**config.mk**
```make
export PLATFORM = sky130hd
export DESIGN_NAME = dat_rx_deserializer
export DESIGN_NICKNAME = d
export VERILOG_FILES = /design/src/rtl/sdhci_dat_pkg.sv /design/src/rtl/dat_crc16.sv /design/src/rtl/dat_rx_deserializer.sv
export SDC_FILE = /design/constraint.sdc
export NUM_CORES = 1
export LEC_CHECK = 0
export CORE_AREA = 2 2 151 153
export CTS_BUF_LIST = sky130_fd_sc_hd__clkbuf_4 sky130_fd_sc_hd__clkbuf_8 sky130_fd_sc_hd__clkbuf_16
export CTS_CLUSTER_DIAMETER = 150
export DETAILED_ROUTE_END_ITERATION = 8
export DIE_AREA = 0 0 153 155
export SKIP_CTS_REPAIR_TIMING = 1
export SYNTH_ARGS = -nofsm -noshare
export SYNTH_HDL_FRONTEND = slang
export SYNTH_SLANG_ARGS = --single-unit
```
**constraint.sdc**
```tcl
create_clock -name clk_i -period 4.49 [get_ports clk_i]
set_input_delay 0.6735 -clock clk_i [delete_from_list [all_inputs] [get_ports clk_i]]
set_output_delay 0.6735 -clock clk_i [all_outputs]
set_load 0.01 [all_outputs]
```
**src/rtl/sdhci_dat_pkg.sv**
```systemverilog
// Shared definitions for the SDHCI DAT-line receive and transmit paths.
//   CRC16_POLY / CRC_LEN : CRC16-CCITT generator (x^16+x^12+x^5+1) and its length
//   dat_rx_state_e       : DAT-line block state sequence
//   crc16_step()         : one serial CRC16 update for a single data bit
package sdhci_dat_pkg;

    localparam int unsigned CRC_LEN    = 16;
    localparam logic [15:0] CRC16_POLY = 16'h1021;

    typedef enum logic [2:0] {
        DAT_IDLE       = 3'd0,
        DAT_WAIT_START = 3'd1,
        DAT_DATA       = 3'd2,
        DAT_CRC        = 3'd3,
        DAT_END        = 3'd4,
        DAT_DONE       = 3'd5
    } dat_rx_state_e;

    // Serial CRC16: feedback is the outgoing MSB xor the incoming bit.
    function automatic logic [CRC_LEN-1:0] crc16_step(input logic [CRC_LEN-1:0] crc,
                                                      input logic              bit_in);
        logic fb;
        fb = crc[CRC_LEN-1] ^ bit_in;
        return {crc[CRC_LEN-2:0], 1'b0} ^ (fb ? CRC16_POLY : 16'h0000);
    endfunction

endpackage

```
**src/rtl/dat_crc16.sv**
```systemverilog
// Single-lane serial CRC16 generator (init 0), one bit per enabled cycle.
//   clk_i, rst_ni : clock, asynchronous active-low reset
//   clr_i         : synchronous clear to 0 (wins over en_i)
//   en_i, bit_i   : shift bit_i into the CRC when en_i is high
//   crc_o         : current CRC register
module dat_crc16
    import sdhci_dat_pkg::*;
(
    input  logic               clk_i,
    input  logic               rst_ni,
    input  logic               clr_i,
    input  logic               en_i,
    input  logic               bit_i,
    output logic [CRC_LEN-1:0] crc_o
);

    logic [CRC_LEN-1:0] crc_q;
    logic [CRC_LEN-1:0] crc_d;

    // Next CRC value
    always_comb begin
        crc_d = crc_q;
        if (clr_i) begin
            crc_d = '0;
        end else if (en_i) begin
            crc_d = crc16_step(crc_q, bit_i);
        end
    end

    always_ff @(posedge clk_i or negedge rst_ni) begin
        if (!rst_ni) begin
            crc_q <= '0;
        end else begin
            crc_q <= crc_d;
        end
    end

    assign crc_o = crc_q;

endmodule

```
**src/rtl/dat_rx_deserializer.sv**
```systemverilog
// DAT-line receive deserializer: waits for a start bit, shifts one block in
// 1-bit or 4-bit mode, packs bytes little-endian into 32-bit words, then checks
// the per-lane CRC16 and the end bit.
//   clk_i, rst_ni        : clock, asynchronous active-low reset
//   sd_clk_en_i, dat_i   : SD-clock sample strobe and DAT[3:0]
//   start_i              : arm for one block (IDLE only), captures block_size_i
//                          and bus_width_is_4_i
//   data_valid_o, data_o : one-cycle word strobe and registered word
//   done_o               : one-cycle pulse after the end bit
//   crc_err_o            : CRC mismatch on any active lane, held to next start
//   end_bit_err_o        : end bit 0 on any active lane, held to next start
module dat_rx_deserializer
    import sdhci_dat_pkg::*;
#(
    parameter int unsigned MaxBlockBitSize = 10
) (
    input  logic                       clk_i,
    input  logic                       rst_ni,
    input  logic                       sd_clk_en_i,
    input  logic [3:0]                 dat_i,
    input  logic                       start_i,
    input  logic [MaxBlockBitSize-1:0] block_size_i,
    input  logic                       bus_width_is_4_i,
    output logic                       data_valid_o,
    output logic [31:0]                data_o,
    output logic                       done_o,
    output logic                       crc_err_o,
    output logic                       end_bit_err_o
);

    localparam int unsigned CntW   = MaxBlockBitSize + 3;
    localparam int unsigned NLanes = 4;

    dat_rx_state_e state_q, state_d;
    logic [CntW-1:0] rem_q, rem_d;          // data samples left minus one
    logic [7:0]      byte_q, byte_d;
    logic [1:0]      byte_idx_q, byte_idx_d;
    logic [31:0]     word_q, word_d;        // partially filled word
    logic            w4_q, w4_d;
    logic [3:0]      crc_cnt_q, crc_cnt_d;
    logic            crc_acc_q, crc_acc_d;  // mismatch seen so far in CRC phase
    logic            data_valid_q, data_valid_d;
    logic [31:0]     data_q, data_d;
    logic            done_q, done_d;
    logic            crc_err_q, crc_err_d;
    logic            end_err_q, end_err_d;

    logic               crc_clr_c;
    logic               crc_en_c;
    logic [NLanes-1:0]  active_c;
    logic [NLanes-1:0]  crc_bit_c;
    logic [3:0]         crc_idx_c;
    logic [7:0]         new_byte_c;
    logic               byte_done_c;
    logic [31:0]        word_nxt_c;
    logic [CntW-1:0]    blk_ext_c;
    logic [CntW-1:0]    total_c;
    logic [CRC_LEN-1:0] crc_v [NLanes];

    // Per-lane CRC generators; lanes 1..3 only advance in 4-bit mode
    for (genvar l = 0; l < NLanes; l++) begin : g_crc
        dat_crc16 u_crc (
            .clk_i  (clk_i),
            .rst_ni (rst_ni),
            .clr_i  (crc_clr_c),
            .en_i   (crc_en_c & active_c[l]),
            .bit_i  (dat_i[l]),
            .crc_o  (crc_v[l])
        );
    end

    // Datapath helpers shared by the FSM
    always_comb begin
        active_c    = w4_q ? 4'hF : 4'h1;
        new_byte_c  = w4_q ? {byte_q[3:0], dat_i} : {byte_q[6:0], dat_i[0]};
        // rem counts down to 0; a byte closes on every 2nd (4-bit) or 8th (1-bit) sample
        byte_done_c = w4_q ? (rem_q[0] == 1'b0) : (rem_q[2:0] == 3'd0);
        word_nxt_c  = word_q;
        word_nxt_c[{byte_idx_q, 3'b000} +: 8] = new_byte_c;
        crc_idx_c   = 4'(CRC_LEN - 1) - crc_cnt_q;
        for (int l = 0; l < NLanes; l++) begin
            crc_bit_c[l] = crc_v[l][crc_idx_c];
        end
        blk_ext_c = CntW'(block_size_i);
        total_c   = bus_width_is_4_i ? (blk_ext_c << 1) : (blk_ext_c << 3);
    end

    // Next-state and output logic
    always_comb begin
        state_d      = state_q;
        rem_d        = rem_q;
        byte_d       = byte_q;
        byte_idx_d   = byte_idx_q;
        word_d       = word_q;
        w4_d         = w4_q;
        crc_cnt_d    = crc_cnt_q;
        crc_acc_d    = crc_acc_q;
        data_valid_d = 1'b0;
        data_d       = data_q;
        done_d       = 1'b0;
        crc_err_d    = crc_err_q;
        end_err_d    = end_err_q;
        crc_clr_c    = 1'b0;
        crc_en_c     = 1'b0;

        unique case (state_q)
            DAT_IDLE: begin
                if (start_i) begin
                    w4_d       = bus_width_is_4_i;
                    rem_d      = total_c - CntW'(1);
                    byte_d     = '0;
                    byte_idx_d = '0;
                    word_d     = '0;
                    crc_cnt_d  = '0;
                    crc_acc_d  = 1'b0;
                    crc_err_d  = 1'b0;
                    end_err_d  = 1'b0;
                    crc_clr_c  = 1'b1;
                    if (block_size_i == '0) begin
                        state_d = DAT_DONE;
                        done_d  = 1'b1;
                    end else begin
                        state_d = DAT_WAIT_START;
                    end
                end
            end
            DAT_WAIT_START: begin
                if (sd_clk_en_i && !dat_i[0]) begin
                    state_d = DAT_DATA;
                end
            end
            DAT_DATA: begin
                if (sd_clk_en_i) begin
                    crc_en_c = 1'b1;
                    byte_d   = new_byte_c;
                    rem_d    = rem_q - CntW'(1);
                    if (byte_done_c) begin
                        byte_idx_d = byte_idx_q + 2'd1;
                        // Emit a full word, or the zero-padded tail on the last sample
                        if (byte_idx_q == 2'd3 || rem_q == '0) begin
                            data_d       = word_nxt_c;
                            data_valid_d = 1'b1;
                            word_d       = '0;
                        end else begin
                            word_d = word_nxt_c;
                        end
                    end
                    if (rem_q == '0) begin
                        state_d   = DAT_CRC;
                        crc_cnt_d = '0;
                    end
                end
            end
            DAT_CRC: begin
                if (sd_clk_en_i) begin
                    crc_acc_d = crc_acc_q | (|((dat_i ^ crc_bit_c) & active_c));
                    crc_cnt_d = crc_cnt_q + 4'd1;
                    if (crc_cnt_q == 4'(CRC_LEN - 1)) begin
                        state_d = DAT_END;
                    end
                end
            end
            DAT_END: begin
                if (sd_clk_en_i) begin
                    end_err_d = |(~dat_i & active_c);
                    crc_err_d = crc_acc_q;
                    done_d    = 1'b1;
                    state_d   = DAT_DONE;
                end
            end
            DAT_DONE: begin
                state_d = DAT_IDLE;
            end
            default: begin
                state_d = DAT_IDLE;
            end
        endcase
    end

    always_ff @(posedge clk_i or negedge rst_ni) begin
        if (!rst_ni) begin
            state_q      <= DAT_IDLE;
            rem_q        <= '0;
            byte_q       <= '0;
            byte_idx_q   <= '0;
            word_q       <= '0;
            w4_q         <= 1'b0;
            crc_cnt_q    <= '0;
            crc_acc_q    <= 1'b0;
            data_valid_q <= 1'b0;
            data_q       <= '0;
            done_q       <= 1'b0;
            crc_err_q    <= 1'b0;
            end_err_q    <= 1'b0;
        end else begin
            state_q      <= state_d;
            rem_q        <= rem_d;
            byte_q       <= byte_d;
            byte_idx_q   <= byte_idx_d;
            word_q       <= word_d;
            w4_q         <= w4_d;
            crc_cnt_q    <= crc_cnt_d;
            crc_acc_q    <= crc_acc_d;
            data_valid_q <= data_valid_d;
            data_q       <= data_d;
            done_q       <= done_d;
            crc_err_q    <= crc_err_d;
            end_err_q    <= end_err_d;
        end
    end

    assign data_valid_o  = data_valid_q;
    assign data_o        = data_q;
    assign done_o        = done_q;
    assign crc_err_o     = crc_err_q;
    assign end_bit_err_o = end_err_q;

endmodule

```
==> reports/results.tsv <==
stage	metric	value	unit
placement	place.gp.congestion	0.779	
sta	worst_pin_slew	1.03	ns
power	total_power	0.00487	W
routing	met3_length	756	um
routing	remaining_drc_errors	0	
critical_path	start_kind	input pin	
clock_tree	clk_latency	0.42	ns
critical_path	cp_cell_sequence	clkdlybuf4s50_1, or4bb_1, nor3_1, o21a_2, buf_4, nor2_1, a21oi_1	
critical_path	crit_path_top_delay_cell	o21a_2	
clock_tree	cts_sinks	163	
sta	rsz0062_at_grt	false	
yosys	synth_flop_cell	dfrtp_1	
power	power_density	508	mW/mm2
floorplanning	start_util	0.371	
job	drv_cap	0	
critical_path	endpoint_kind	register	
sta	fin_skew	0.0102	ns
floorplanning	pin_count	55	
critical_path	cp.required	4.84	ns
yosys	synth_cells	804	
power	p_leak	3.93	nW
sta	holdWs	0.299	ns
sta	period_needed	3.28	ns
clock_tree	numCtsBuffers	17	
routing	wl_met2	8500	um
yosys	synth-async-reset-ratio	1.00	
floorplanning	rows	55	
critical_path	crit_type	in2reg	
critical_path	reg2reg_slack	1.36	ns
sta	setup_tns	0	ns
floorplanning	die_h	155	um
finish	n_antenna_cell	0	
yosys	syn_nets	830	
sta	finalCritPeriodShare	0.731	
critical_path	worstRegToRegCells	6	
clock_tree	root_buffer	clkbuf_16	
yosys	ys_ff_latch	163	
critical_path	arrival	3.63	ns
floorplanning	die-area	0.0237	mm2
status	status	finished clean	
critical_path	cp_num_buf_inv	2	
routing	wl_per_cell	17.0	um
critical_path	worstReg2RegStart	state_q[2]	
clock_tree	cts_max_level	4	
critical_path	regToRegEndpoint	data_o[16]	
routing	wl	19100	um
finish	layout-drive-gt1-share	0.107	
routing	drt_iter0_drc	396	
yosys	synth_area_per_cell	10.3	um2
grt	antenna_found_initial	0	
sta	slew_viol_final	0	
clock_tree	cts_tree	done	
yosys	synth.yosys.warnings	0	
placement	io_buffers	54	
grt	grt_overflow	0	
sta	max_slew_margin	0.291	
grt	grt_max_degree	88	
routing	top_layer	met4	
grt	gr-usage-all-layers	0.168	
floorplanning	dieWidth	153	um
routing	m1WireLength	9740	um
worst_hold_path	hold_path.class	in2async	
placement	hpwl	12500	um
finish	areaGrowthSynthToFinish	16.1	%
critical_path	max_stage_delay	0.82	ns
routing	dr_total_vias	6256	
yosys	yosys.cell_types.count	70	
routing	ant_nets	0	
routing	avgViaCountPerCell	5.56	
sta	setup_viol	0	
clock_tree	cts.path.max_buffers	2	
power	ir_drop	0.000279	V
yosys	synth_seq_area_share	0.495	
grt	grt_pass1_vias	5952	
clock_tree	clkTransAtPathRegs	0.07	ns
critical_path	critical_path.max_fanout	51	
grt	grt_pass1_wl	32200	um
sta	max_freq	305	MHz
finish	nets	855	
routing	firstDrtPassIters	5	
floorplanning	core	0.0222	mm2
yosys	synth_enable_flop_cells	0	
critical_path	critPathTopFamily	buffers and inverters	
yosys	netlist_area	0.00824	mm2
sta	finalHoldViolCount	0	
-- worst reg2reg max path: cells and delay by family (launching register included) --
kind / cells / cell delay, ns
simple gates: 3 / 1.13
compound gates: 2 / 0.94
flops: 1 / 0.63
buf+inv: 1 / 0.36
-- placed cells by master, fill, tap and decap left out, types with 4 or more instances in the layout --
cell type / n
mux4_2: 19
a22o_1: 16
clkinvlp_4: 4
nor3_1: 10
a21o_1: 6
inv_1: 33
clkbuf_16: 17
a21oi_1: 38
clkdlybuf4s50_1: 53
buf_4: 12
nor4_1: 4
o211ai_1: 4
nand3_1: 14
xor2_1: 13
o21ai_0: 20
nand2_1: 111
o21ai_1: 48
a31oi_1: 5
or4_1: 4
dfrtp_1: 163
o221ai_1: 24
a31o_2: 4
mux2i_1: 21
mux2_2: 6
ha_1: 7
nor2_1: 40
or3_1: 7
o2bb2ai_1: 32
o21a_1: 24
nand3b_1: 4
o21bai_1: 5
xnor2_1: 6
-- cell type report --
type	instances	area (um2)
clock inverter	11	130
timing repair buffer	67	652
fill	2148	12700
sequential	163	4080
clock buffer	19	447
multi-input combinational	545	3780
tap	285	357
inverter	35	131
-- cell usage after synthesis, types with 3 or more instances --
cell / instances / area (um2)
xnor2_1: 6 / 52.6
buf_2: 23 / 115
nor4_1: 4 / 25.0
a21o_1: 6 / 45.0
nor2_1: 41 / 154
o21a_1: 25 / 188
mux2_2: 6 / 67.6
a31o_2: 4 / 35.0
mux4_2: 19 / 428
o221ai_1: 24 / 210
a22o_1: 16 / 140
o31ai_1: 3 / 22.5
nand3b_1: 4 / 30.0
or4_1: 4 / 30.0
nand3_1: 14 / 70.1
xor2_1: 13 / 114
dfrtp_1: 163 / 4080
o21ai_1: 48 / 240
ha_1: 7 / 87.6
nand4_1: 3 / 18.8
mux2i_1: 21 / 210
a21oi_1: 38 / 190
o211ai_1: 4 / 30.0
clkbuf_1: 33 / 124
nand2_1: 111 / 417
buf_1: 3 / 11.3
o22ai_1: 3 / 18.8
nor3_1: 10 / 50.1
o21ai_0: 20 / 100
a31oi_1: 5 / 31.3
o2bb2ai_1: 32 / 280
inv_1: 33 / 124
nor4b_1: 3 / 26.3
a211o_1: 3 / 26.3
nor2b_1: 3 / 18.8
or3_1: 7 / 43.8
o21bai_1: 5 / 37.5
-- flip-flops by register name (all words and copies together), names as in the netlist --
| name | flops |
|---|---|
| data_valid_o | 1 |
| end_bit_err_o | 1 |
| rem_q | 13 |
| crc_err_o | 1 |
| data_o | 32 |
| byte_q | 7 |
| crc_acc_q | 1 |
| word_q | 32 |
| w4_q | 1 |
| byte_idx_q | 2 |
| crc_cnt_q | 4 |
| state_q | 3 |
| done_o | 1 |
| g_crc.u_crc.crc_o | 64 |
-- routing by layer --
| layer | vias up | global-route usage |
|---|---|---|
| li1 | 2974 | - |
| met3 | 11 | 0.0376 |
| met4 | 0 | 0.0406 |
| met5 | - | 0 |
| met1 | 3147 | 0.252 |
| met2 | 124 | 0.246 |
-- cells by family after synthesis --
group / count (synthesis) / share of synthesized area
muxes: 47 / 0.0870
AOI/OAI and AO/OA: 251 / 0.213
adders and majority gates: 7 / 0.0106
xor gates and xnor gates: 19 / 0.0202
buffers and inverters: 96 / 0.0486
DFF: 163 / 0.495
and+or+nand+nor: 221 / 0.126
-- worst max path at each step --
| stage | startpoint | endpoint | slack, ns | depth (start not counted) |
|---|---|---|---|---|
| 2_1_floorplan | bus_width_is_4_i | rem_q[8] | 2.11 | 6 |
| 3_3_place_gp | sd_clk_en_i | data_o[23] | 0.96 | 7 |
| 3_5_place_dp | sd_clk_en_i | data_o[16] | 0.81 | 7 |
| 5_1_grt | sd_clk_en_i | data_o[31] | 1.03 | 6 |
| 4_1_cts | sd_clk_en_i | data_o[16] | 1.26 | 7 |
| 6_report | sd_clk_en_i | data_o[16] | 1.21 | 7 |
-- per-stage QoR --
step | instance area (um2) | cells | utilization | worst slack [ns]
finish | 9570 | 1125 | 0.431 | 1.21
global placement | 8990 | 1095 | 0.405 | 0.961
global route | 9570 | 1125 | 0.431 | 1.03
floorplan | 8240 | 804 | - | 2.11
CTS | 9570 | 1125 | 0.431 | 1.26
detailed placement | 8990 | 1095 | 0.405 | 0.814
-- power by group --
part	internal [W]	total, W	switching [W]
logic	0.000557	0.00134	0.000784
registers	0.00172	0.00208	0.000367
clock network	0.000839	0.00144	0.000602
Note: power is estimated with default switching activity, not from simulation.
